`config.mk`:
```
export PLATFORM = sky130hd
export DESIGN_NAME = nvram_upload_ctrl_flat
export DESIGN_NICKNAME = d
export VERILOG_FILES = /design/src/rtl/bubsys_pkg.sv /design/src/rtl/nvram_upload_ctrl_if.sv /design/src/rtl/nvram_quiet_timer.sv /design/src/rtl/nvram_upload_ctrl.sv /design/src/flat_wrapper.sv
export SDC_FILE = /design/constraint.sdc
export NUM_CORES = 1
export LEC_CHECK = 0
export ABC_AREA = 1
export CORE_UTILIZATION = 58
export DETAILED_ROUTE_END_ITERATION = 16
export DONT_BUFFER_PORTS = 1
export PLACE_DENSITY = 0.72
export SYNTH_ARGS = -nofsm -noshare
export SYNTH_HDL_FRONTEND = slang
export SYNTH_HIERARCHICAL = 1
export SYNTH_SLANG_ARGS = --single-unit
```
`constraint.sdc`:
```
create_clock -name i_EMU_MCLK -period 3.5 [get_ports i_EMU_MCLK]
set_input_delay 0.525 -clock i_EMU_MCLK [delete_from_list [all_inputs] [get_ports i_EMU_MCLK]]
set_output_delay 0.525 -clock i_EMU_MCLK [all_outputs]
set_load 0.005 [all_outputs]
```
`src/rtl/bubsys_pkg.sv`:
```
`default_nettype none
// ============================================================================
//  Module      : bubsys_pkg
//  Description : Shared types and constants for the save-RAM upload path.
//                Holds the upload FSM state encoding and the ioctl index
//                that identifies the NVRAM save slot on the HPS side.
//  Revision    : 1.0 - initial release
// ============================================================================
package bubsys_pkg;

    // Upload read FSM: wait for a request, issue the RAM read, let the
    // RAM pipeline drain, then hold the byte for one cycle with wait low.
    typedef enum logic [1:0] {
        IDLE  = 2'd0,
        ISSUE = 2'd1,
        LAT   = 2'd2,
        HOLD  = 2'd3
    } nvram_state_t;

    // ioctl index the HPS uses for the save-RAM image
    localparam logic [15:0] c_NVRAM_INDEX = 16'd4;

    // Value returned for addresses beyond the save image and after reset
    localparam logic [7:0]  c_BLANK_BYTE  = 8'hFF;

endpackage : bubsys_pkg
`default_nettype wire

```
`src/rtl/nvram_upload_ctrl_if.sv`:
```
`default_nettype none
// ============================================================================
//  Module      : nvram_upload_ctrl_if
//  Description : HPS ioctl upload bus between the HPS bridge (master) and
//                the save-RAM upload controller (slave).
//  Signals     : ioctl_upload     - upload session active
//                ioctl_index      - session index
//                ioctl_rd         - one-cycle byte read request
//                ioctl_addr       - requested byte address
//                ioctl_din        - returned byte
//                ioctl_wait       - stall back to the HPS
//                ioctl_upload_req - one-cycle "please save me" pulse
//  Revision    : 1.0 - initial release
// ============================================================================
interface nvram_upload_ctrl_if;

    logic        ioctl_upload;
    logic [15:0] ioctl_index;
    logic        ioctl_rd;
    logic [26:0] ioctl_addr;
    logic [7:0]  ioctl_din;
    logic        ioctl_wait;
    logic        ioctl_upload_req;

    modport master (
        output ioctl_upload,
        output ioctl_index,
        output ioctl_rd,
        output ioctl_addr,
        input  ioctl_din,
        input  ioctl_wait,
        input  ioctl_upload_req
    );

    modport slave (
        input  ioctl_upload,
        input  ioctl_index,
        input  ioctl_rd,
        input  ioctl_addr,
        output ioctl_din,
        output ioctl_wait,
        output ioctl_upload_req
    );

endinterface : nvram_upload_ctrl_if
`default_nettype wire

```
`src/rtl/nvram_quiet_timer.sv`:
```
`default_nettype none
// ============================================================================
//  Module      : nvram_quiet_timer
//  Description : Counts cycles since the last core write, saturating at
//                QUIET. expired is high while the count sits at QUIET.
//  Ports       : clk     - clock
//                rst     - asynchronous active-high reset
//                clr     - restart the quiet interval (core write)
//                expired - count has reached QUIET
//  Revision    : 1.0 - initial release
// ============================================================================
module nvram_quiet_timer #(
    parameter int QUIET = 720000
) (
    input  wire logic clk,
    input  wire logic rst,
    input  wire logic clr,
    output logic      expired
);

    localparam int                c_CW    = (QUIET < 2) ? 1 : $clog2(QUIET + 1);
    localparam logic [c_CW-1:0]   c_QUIET = c_CW'(QUIET);
    localparam logic [c_CW-1:0]   c_ONE   = c_CW'(1);

    logic [c_CW-1:0] r_cnt;

    always_ff @(posedge clk or posedge rst) begin
        if (rst) begin
            r_cnt <= '0;
        end else if (clr) begin
            r_cnt <= '0;
        end else if (r_cnt != c_QUIET) begin
            r_cnt <= r_cnt + c_ONE;
        end
    end

    assign expired = (r_cnt == c_QUIET);

endmodule : nvram_quiet_timer
`default_nettype wire

```
`src/rtl/nvram_upload_ctrl.sv`:
```
`default_nettype none
// ============================================================================
//  Module      : nvram_upload_ctrl
//  Description : Save-RAM front end. Passes core byte writes straight to the
//                save RAM, serves HPS ioctl upload reads out of the same RAM
//                (core writes win any collision), tracks whether the RAM
//                holds unsaved data and asks the HPS for an upload once the
//                core has been quiet for QUIET cycles.
//  Ports       : i_EMU_MCLK    - clock
//                i_EMU_INITRST - reset, async assert / sync release
//                i_CORE_WR/ADDR/DATA - core write port
//                ioctl         - HPS upload bus (slave side)
//                o_RAM_WR/RD/ADDR/DATA, i_RAM_Q - save RAM port
//                o_DIRTY       - unsaved data present
//  Revision    : 1.0 - initial release
// ============================================================================
module nvram_upload_ctrl
    import bubsys_pkg::*;
#(
    parameter int          AW     = 13,
    parameter int          SIZE   = 8192,
    parameter int          RD_LAT = 2,
    parameter int          QUIET  = 720000,
    parameter logic [15:0] INDEX  = c_NVRAM_INDEX
) (
    input  wire logic          i_EMU_MCLK,
    input  wire logic          i_EMU_INITRST,
    input  wire logic          i_CORE_WR,
    input  wire logic [AW-1:0] i_CORE_ADDR,
    input  wire logic [7:0]    i_CORE_DATA,
    nvram_upload_ctrl_if.slave ioctl,
    output logic               o_RAM_WR,
    output logic               o_RAM_RD,
    output logic [AW-1:0]      o_RAM_ADDR,
    output logic [7:0]         o_RAM_DATA,
    input  wire logic [7:0]    i_RAM_Q,
    output logic               o_DIRTY
);

    localparam logic [26:0] c_SIZE     = 27'(SIZE);
    localparam logic [1:0]  c_LAT_LAST = 2'(RD_LAT - 1);

    // ------------------------------------------------------------------
    // Reset: asserts immediately, releases two clocks after the input
    // drops so every flop leaves reset on the same edge.
    // ------------------------------------------------------------------
    logic [1:0] r_rst_sync;
    logic       w_rst;

    always_ff @(posedge i_EMU_MCLK or posedge i_EMU_INITRST) begin
        if (i_EMU_INITRST) begin
            r_rst_sync <= 2'b11;
        end else begin
            r_rst_sync <= {r_rst_sync[0], 1'b0};
        end
    end

    assign w_rst = r_rst_sync[1];

    // ------------------------------------------------------------------
    // Session decode
    // ------------------------------------------------------------------
    logic w_sess;
    assign w_sess = ioctl.ioctl_upload && (ioctl.ioctl_index == INDEX);

    // ------------------------------------------------------------------
    // Upload read FSM
    // ------------------------------------------------------------------
    nvram_state_t r_state;
    logic [26:0]  r_addr;
    logic [1:0]   r_lat_cnt;
    logic         r_wait;
    logic [7:0]   r_din;
    logic         w_oob;

    assign w_oob = (r_addr >= c_SIZE);

    always_ff @(posedge i_EMU_MCLK or posedge w_rst) begin
        if (w_rst) begin
            r_state   <= IDLE;
            r_addr    <= '0;
            r_lat_cnt <= '0;
            r_wait    <= 1'b0;
            r_din     <= c_BLANK_BYTE;
        end else if ((r_state != IDLE) && !w_sess) begin
            // Session dropped mid-read: release the HPS, keep the old byte.
            r_state <= IDLE;
            r_wait  <= 1'b0;
        end else begin
            unique case (r_state)
                IDLE: begin
                    if (ioctl.ioctl_rd && w_sess) begin
                        r_addr  <= ioctl.ioctl_addr;
                        r_wait  <= 1'b1;
                        r_state <= ISSUE;
                    end
                end
                ISSUE: begin
                    if (w_oob) begin
                        r_din   <= c_BLANK_BYTE;
                        r_state <= HOLD;
                    end else if (!i_CORE_WR) begin
                        // RAM port is ours this cycle; otherwise retry next.
                        r_lat_cnt <= '0;
                        r_state   <= LAT;
                    end
                end
                LAT: begin
                    if (r_lat_cnt == c_LAT_LAST) begin
                        r_din   <= i_RAM_Q;
                        r_state <= HOLD;
                    end else begin
                        r_lat_cnt <= r_lat_cnt + 2'd1;
                    end
                end
                HOLD: begin
                    r_wait  <= 1'b0;
                    r_state <= IDLE;
                end
                default: begin
                    r_wait  <= 1'b0;
                    r_state <= IDLE;
                end
            endcase
        end
    end

    // RAM port: the core write path is combinational and always wins.
    assign o_RAM_WR   = i_CORE_WR;
    assign o_RAM_DATA = i_CORE_DATA;
    assign o_RAM_RD   = (r_state == ISSUE) && w_sess && !w_oob && !i_CORE_WR;
    assign o_RAM_ADDR = i_CORE_WR ? i_CORE_ADDR : r_addr[AW-1:0];

    assign ioctl.ioctl_din  = r_din;
    assign ioctl.ioctl_wait = r_wait;

    // ------------------------------------------------------------------
    // Dirty tracking and upload request
    // ------------------------------------------------------------------
    logic w_expired;

    nvram_quiet_timer #(
        .QUIET (QUIET)
    ) u_quiet (
        .clk     (i_EMU_MCLK),
        .rst     (w_rst),
        .clr     (i_CORE_WR),
        .expired (w_expired)
    );

    logic r_sess_d;
    logic r_pend;
    logic r_dirty;
    logic r_req_sent;
    logic r_req;

    always_ff @(posedge i_EMU_MCLK or posedge w_rst) begin
        if (w_rst) begin
            r_sess_d   <= 1'b0;
            r_pend     <= 1'b0;
            r_dirty    <= 1'b0;
            r_req_sent <= 1'b0;
            r_req      <= 1'b0;
        end else begin
            r_sess_d <= w_sess;
            r_req    <= 1'b0;

            // The upload just taken is a snapshot from session start;
            // only writes made during it keep the RAM dirty afterwards.
            if (w_sess && !r_sess_d) begin
                r_pend <= 1'b0;
            end
            if (!w_sess && r_sess_d) begin
                r_dirty <= r_pend;
            end

            if (i_CORE_WR) begin
                r_dirty    <= 1'b1;
                r_req_sent <= 1'b0;
                if (w_sess) begin
                    r_pend <= 1'b1;
                end
            end else if (r_dirty && !r_req_sent && !w_sess && w_expired) begin
                r_req      <= 1'b1;
                r_req_sent <= 1'b1;
            end
        end
    end

    assign o_DIRTY                = r_dirty;
    assign ioctl.ioctl_upload_req = r_req;

endmodule : nvram_upload_ctrl
`default_nettype wire
```
`src/flat_wrapper.sv`:
```
// flat-port wrapper written by rule: the top's interface ports become plain ports
module nvram_upload_ctrl_flat import bubsys_pkg::*;
#(
    parameter int          AW     = 13,
    parameter int          SIZE   = 8192,
    parameter int          RD_LAT = 2,
    parameter int          QUIET  = 720000,
    parameter logic [15:0] INDEX  = c_NVRAM_INDEX
)
  (i_EMU_MCLK, i_EMU_INITRST, i_CORE_WR, i_CORE_ADDR, i_CORE_DATA, o_RAM_WR, o_RAM_RD, o_RAM_ADDR, o_RAM_DATA, i_RAM_Q, o_DIRTY, ioctl_ioctl_upload, ioctl_ioctl_index, ioctl_ioctl_rd, ioctl_ioctl_addr, ioctl_ioctl_din, ioctl_ioctl_wait, ioctl_ioctl_upload_req);
  nvram_upload_ctrl_if ioctl_i ();
  input  wire logic i_EMU_MCLK;
  input  wire logic i_EMU_INITRST;
  input  wire logic i_CORE_WR;
  input  wire logic [AW-1:0] i_CORE_ADDR;
  input  wire logic [7:0] i_CORE_DATA;
  output logic o_RAM_WR;
  output logic o_RAM_RD;
  output logic [AW-1:0] o_RAM_ADDR;
  output logic [7:0] o_RAM_DATA;
  input  wire logic [7:0] i_RAM_Q;
  output logic o_DIRTY;
  input wire logic [$bits(ioctl_i.ioctl_upload)-1:0] ioctl_ioctl_upload;
  input wire logic [$bits(ioctl_i.ioctl_index)-1:0] ioctl_ioctl_index;
  input wire logic [$bits(ioctl_i.ioctl_rd)-1:0] ioctl_ioctl_rd;
  input wire logic [$bits(ioctl_i.ioctl_addr)-1:0] ioctl_ioctl_addr;
  output wire logic [$bits(ioctl_i.ioctl_din)-1:0] ioctl_ioctl_din;
  output wire logic [$bits(ioctl_i.ioctl_wait)-1:0] ioctl_ioctl_wait;
  output wire logic [$bits(ioctl_i.ioctl_upload_req)-1:0] ioctl_ioctl_upload_req;
  assign ioctl_i.ioctl_upload = ioctl_ioctl_upload;
  assign ioctl_i.ioctl_index = ioctl_ioctl_index;
  assign ioctl_i.ioctl_rd = ioctl_ioctl_rd;
  assign ioctl_i.ioctl_addr = ioctl_ioctl_addr;
  assign ioctl_ioctl_din = ioctl_i.ioctl_din;
  assign ioctl_ioctl_wait = ioctl_i.ioctl_wait;
  assign ioctl_ioctl_upload_req = ioctl_i.ioctl_upload_req;
  nvram_upload_ctrl #(.AW(AW), .SIZE(SIZE), .RD_LAT(RD_LAT), .QUIET(QUIET), .INDEX(INDEX)) u_core (.i_EMU_MCLK(i_EMU_MCLK), .i_EMU_INITRST(i_EMU_INITRST), .i_CORE_WR(i_CORE_WR), .i_CORE_ADDR(i_CORE_ADDR), .i_CORE_DATA(i_CORE_DATA), .ioctl(ioctl_i), .o_RAM_WR(o_RAM_WR), .o_RAM_RD(o_RAM_RD), .o_RAM_ADDR(o_RAM_ADDR), .o_RAM_DATA(o_RAM_DATA), .i_RAM_Q(i_RAM_Q), .o_DIRTY(o_DIRTY));
endmodule
```
# Word-level counts from Yosys, hierarchy flattened

Index checks and enable logic that the tools add are counted.

Register bits: 67
Logic and storage cells: 87
Memories kept: 0
Memory bits (writable): 0
Output and inout port bits: 34
Bits in read-only memories: 0
Latch bits: 0

Add/subtract/negate cells: 2
Reductions and logical operators: 28
Multiply operators: 0
Order comparisons: 1
Bitwise operators: 1
Multiplexer cells: 28
Shift operators: 0
Equality and inequality tests: 15
Divide/modulo/power cells: 0

Operators with widths:

| cell                                                                                  | count |
|---|---|
| 20-bit two-way mux                                                                    | 2 |
| 27-bit by 14-bit greater-or-equal comparator with 1-bit output, second input constant | 1 |
| 20-bit by 1-bit adder with 20-bit output, second input constant                       | 1 |
| 20-bit equality test, second input constant                                           | 1 |
| 20-bit inequality test, second input constant                                         | 1 |
| 16-bit by 3-bit equality test with 1-bit output, second input constant                | 1 |
| 2-bit two-way mux                                                                     | 8 |
| 8-bit two-way mux                                                                     | 2 |
| 8-bit one-hot mux with 2 select lines                                                 | 1 |
| 13-bit two-way mux                                                                    | 1 |
| 1-bit logical AND                                                                     | 11 |
| 1-bit two-way mux                                                                     | 11 |
| 2-bit nonzero test                                                                    | 5 |
| 2-bit one-hot mux with 4 select lines                                                 | 1 |
| 2-bit inequality test, second input constant                                          | 3 |
| 3-bit by 1-bit inequality test with 1-bit output, second input constant               | 2 |
| 3-bit AND reduction                                                                   | 2 |
| 1-bit zero test                                                                       | 5 |
| 5-bit AND reduction                                                                   | 1 |
| 2-bit by 1-bit equality test with 1-bit output, second input constant                 | 2 |
| 2-bit equality test, second input constant                                            | 2 |
| 2-bit by 1-bit inequality test with 1-bit output, second input constant               | 2 |
| 4-bit by 2-bit inequality test with 1-bit output, second input constant               | 1 |
| 2-bit one-hot mux with 2 select lines                                                 | 1 |
| other kinds (7)                                                                       | 7 |

# Logic depth before layout (Yosys ltp)

Word-level depth: 7
Depth in mapped cells: 11
Depth with buffers taken out: 10

# By module

The synthesis kept the hierarchy.

Modules (own cells, without submodules):

| module            | cells an instance | area each (um^2) | sequential area each (um^2) | times used |
|---|---|---|---|---|
| nvram_upload_ctrl | 299               | 2504.9           | 1188.6                      | 1 |
| nvram_quiet_timer | 173               | 1253.7           | 500.5                       | 1 |

# Worst setup path after synthesis

Ideal clock, no wire load.

Kind: input to output
Start point: in ioctl_ioctl_index[9]
End point: out o_RAM_RD
Stages: 4
Setup slack: 1.652 ns
Buffers on the path: 0
Arrival: 1.323 ns
Cell sequence: or2_2 nor3_1 nand3_1 nor4_1

Longest elaborated chain between the ends: 5

Ends and longest elaborated chain:

| element                                         | RTL line                 | text |
|---|---|---|
| start: declaration                              | flat_wrapper.sv:24       | `input wire logic [$bits(ioctl_i.ioctl_index)-1:0] ioctl_ioctl_index;` |
| 16-bit by 3-bit equality test with 1-bit output | nvram_upload_ctrl.sv:64  | `assign w_sess = ioctl.ioctl_upload && (ioctl.ioctl_index == INDEX);` |
| 1-bit logical AND                               | nvram_upload_ctrl.sv:64  |  |
| 1-bit logical AND (3 in series)                 | nvram_upload_ctrl.sv:131 | `assign o_RAM_RD = (r_state == ISSUE) && w_sess && !w_oob && !i_CORE_WR;` |
| end: declaration                                | flat_wrapper.sv:18       | `output logic o_RAM_RD;` |

Every way passes these cells.

# Worst setup path in the final report

Start point: reg u_core.r_state[0]
End point: reg u_core.r_addr[14]

Longest elaborated chain between the ends: 4
Elaborated cells between the ends (all ways): 5
Classes of those cells: bitwise (1); reduce/logical (4)

Ends and longest elaborated chain:

| element                                | RTL line                | text |
|---|---|---|
| start: declaration                     | nvram_upload_ctrl.sv:69 | `nvram_state_t r_state;` |
| start signal: assignment               | nvram_upload_ctrl.sv:80 | `r_state <= IDLE;` |
| start signal: assignment               | nvram_upload_ctrl.sv:87 | `r_state <= IDLE;` |
| start signal: assignment               | nvram_upload_ctrl.sv:95 | `r_state <= ISSUE;` |
| 2-bit nonzero test                     | nvram_upload_ctrl.sv:85 | `end else if ((r_state != IDLE) && !w_sess) begin` |
| 1-bit logical AND                      | nvram_upload_ctrl.sv:85 |  |
| 1-bit NOT (no source line)             | -                       |  |
| 3-bit AND reduction (no source line) * | -                       |  |
| end signal: assignment                 | nvram_upload_ctrl.sv:93 | `r_addr <= ioctl.ioctl_addr;` |
| end: declaration                       | nvram_upload_ctrl.sv:70 | `logic [26:0] r_addr;` |

Mark *: on every way between the ends. The rest lies on a longest branch, timed or not.
A chain may end at the register's enable or synchronous reset.

==> out/qor.csv <==
stage,metric,value,unit
synthesis,syn_inst,472,
clock_tree,cts-resized-gates,0,
timing,fin_crit_sh,0.656,
floorplan,rows,28,
synthesis,ys_seq_area_frac,0.449,
cells_and_area,nets,547,
power_and_ir_drop,irDropWorstVdd,0.000498,V
floorplan,initial_utilization,0.617,
synthesis,postSynth.asyncResetShare,1.00,
global_route,grt_max_degree,46,
detailed_routing,vias_per_cell,5.30,
floorplan,fp.dieW,82.5,um
setup_path,worst_setup_path_start_kind,flop,
setup_path,crit_path_max_fanout,42,
placed_design,dpl.hpwl,5000,um
timing,drv_slew,0,
cells_and_area,layout.cells.most_common,nor2_1,
cells_and_area,syn_to_final_growth,5.49,%
synthesis,ys_ff_latch,67,
clock_tree,clock_latency,0.34,ns
synthesis,syn_nets,556,
global_route,grt_pass1_vias,2677,
detailed_routing,drtIter0Drc,185,
synthesis,yosys_most_used_dff,dfrtp_1,
cells_and_area,layout-drive-gt1-share,0.188,
min_path,hp-class,in2async,
clock_tree,hold_buffers,0,
global_route,overflow,0,
detailed_routing,via_count,2879,
timing,worstMarginPinSlew,0.935,ns
floorplan,die-height,82.5,um
detailed_routing,routed_wl,6850,um
timing,rsz0062_at_grt,false,
outcome,status,"complete, no violations",
power_and_ir_drop,p_leak,1.84,nW
global_route,antenna_found_initial,0,
detailed_routing,ant_nets,0,
placed_design,port_buffers,0,
clock_tree,numClockSinks,67,
clock_tree,cts_tree,done,
clock_tree,numCtsBuffers,9,
global_route,grt_pass1_wl,11900,um
setup_path,crit_type,reg2reg,
detailed_routing,drt-pass1-iter-count,4,
floorplan,die_area,6810,um^2
synthesis,postSynthAreaPerCell,7.96,um^2
setup_path,cp.arrival,2.50,ns
floorplan,ios,111,
clock_tree,cts_setup_buffers,0,
clock_tree,cts_buffer_depth,2,
synthesis,netlist_area,3760,um^2
synthesis,synth_cell_types,37,
clock_tree,cts-root-buf,clkbuf_8,
floorplan,core,6100,um^2
cells_and_area,mostFrequentLayoutCells,"nor2_1, nand2_1, dfrtp_1",
placed_design,dp.cells,527,
cells_and_area,n_antenna_cell,0,
clock_tree,clk_pin_slew_worst_paths,0.08,ns
timing,post-route-min-period,2.30,ns
timing,finalHoldViolations,0,
timing,setup_viol,0,
placed_design,gp_congestion,0.873,
timing,fmax,436,MHz
timing,holdWs,0.0906,ns
cells_and_area,instances_no_fill,543,
flow_run,cap_violations,0,
timing,slew_headroom,0.376,
synthesis,synth_edf_count,0,
global_route,grt_use_total,0.233,
synthesis,yosys_warnings,6,
clock_tree,htree_levels,3,
setup_path,r2r_cells,7,
detailed_routing,post_drt_wl_per_cell,12.6,um
detailed_routing,drc,0,
setup_path,critPathCaptureType,flop,
power_and_ir_drop,power_density,536,nW/um^2
timing,finalClockSkew,0.00692,ns
timing,setup_tns,0,ns
setup_path,worstPathRequired,3.70,ns
-- critical path: stages (launching register included) --
cell and delay (ns):
dfrtp_1 0.44, inv_1 0.12, ha_1 0.20, inv_1 0.11, nor3_4 0.49, inv_2 0.49
nor2_1 0.25, a21oi_2 0.04
-- state kept, by name, indices dropped and copies added, names as in the netlist, 2 cells and up --
register and count:
u_core/ioctl.ioctl_din 8, u_core/u_quiet/r_cnt 20, u_core/r_state 2, u_core/r_lat_cnt 2, u_core/r_addr 27, u_core/r_rst_sync 2
-- cells in the mapped netlist (2+ instances only) --
| cell | instances | area, um^2 |
|---|---|---|
| nor3_1 | 5 | 25.0 |
| inv_1 | 55 | 206 |
| a21oi_1 | 12 | 60.1 |
| or2_2 | 4 | 25.0 |
| o21ai_0 | 29 | 145 |
| nand2_2 | 8 | 50.1 |
| nand4_1 | 11 | 68.8 |
| nor2_4 | 5 | 56.3 |
| buf_4 | 10 | 75.1 |
| nor2_1 | 108 | 405 |
| xnor2_1 | 3 | 26.3 |
| dfrtp_1 | 57 | 1430 |
| nor4_1 | 2 | 12.5 |
| nand3_1 | 18 | 90.1 |
| a21oi_2 | 17 | 149 |
| dfstp_2 | 10 | 263 |
| nand2_1 | 65 | 244 |
| clkbuf_1 | 3 | 11.3 |
| ha_1 | 7 | 87.6 |
| buf_6 | 5 | 56.3 |
| nor2_2 | 19 | 119 |
| clkinv_1 | 2 | 7.51 |
| inv_2 | 2 | 7.51 |
| xor2_1 | 2 | 17.5 |
-- cells by family after synthesis --
| logic type | synth area share |
|---|---|
| AOI/OAI and AO/OA | 0.101 |
| adders and majority gates | 0.0233 |
| buffers and inverters | 0.102 |
| DFF | 0.449 |
| and+or+nand+nor | 0.312 |
| other | 0.000998 |
| xor gates and xnor gates | 0.0117 |
-- per-stage QoR --
stage / utilization / power, mW / area (um^2) / worst slack (ns)
3_5_place_dp: 0.606 / 1.28 / 3690 / 1.03
2_1_floorplan: - / 1.24 / 3760 / 1.65
3_3_place_gp: 0.606 / 1.27 / 3690 / 1.09
5_1_grt: 0.650 / 2.24 / 3970 / 0.901
4_1_cts: 0.650 / 2.15 / 3970 / 1.16
6_report: 0.650 / 2.12 / 3970 / 1.20
-- per-layer routing --
layer	share of wire	track usage	up-vias	routed length, um
met5	0	0	-	0
met4	0.011	0.0983	0	73
met3	0.067	0.0516	11	456
met2	0.47	0.374	100	3240
met1	0.45	0.303	1317	3090
li1	-	-	1451	-
-- final timing paths --
| check | startpoint | slack (ns) | end |
|---|---|---|---|
| max | u_core/r_state[0]$_DFFE_PP0P_ | 1.20 | u_core/r_addr[14]$_DFFE_PP0P_ |
| min | i_EMU_INITRST | 0.09 | u_core/r_rst_sync[1]$_DFF_PP1_ |
| max reg2reg | u_core/r_state[0]$_DFFE_PP0P_ | 1.20 | u_core/r_addr[14]$_DFFE_PP0P_ |
| min reg2reg | u_core/r_rst_sync[0]$_DFF_PP1_ | 0.36 | u_core/r_rst_sync[1]$_DFF_PP1_ |
| max in group asynchronous | u_core/r_rst_sync[1]$_DFF_PP1_ | 2.44 | u_core/r_lat_cnt[0]$_DFFE_PP0P_ |
| min in group i_EMU_MCLK | i_CORE_WR | 0.25 | u_core/u_quiet/r_cnt[12]$_DFFE_PP0P_ |
-- report_power, final --
group | total, mW | switching (mW) | internal (mW)
clock network | 0.863 | 0.297 | 0.566
registers | 0.930 | 0.0572 | 0.873
logic | 0.331 | 0.219 | 0.112
total | 2.12 | 0.574 | 1.55
-- layout make-up --
class	instances	area, um^2
fill	531	2130
inverter	59	221
clock inverter	6	136
multi-input combinational	326	1690
sequential	67	1690
tap	75	93.8
clock buffer	10	138
Power figures use the tool's default switching activity.
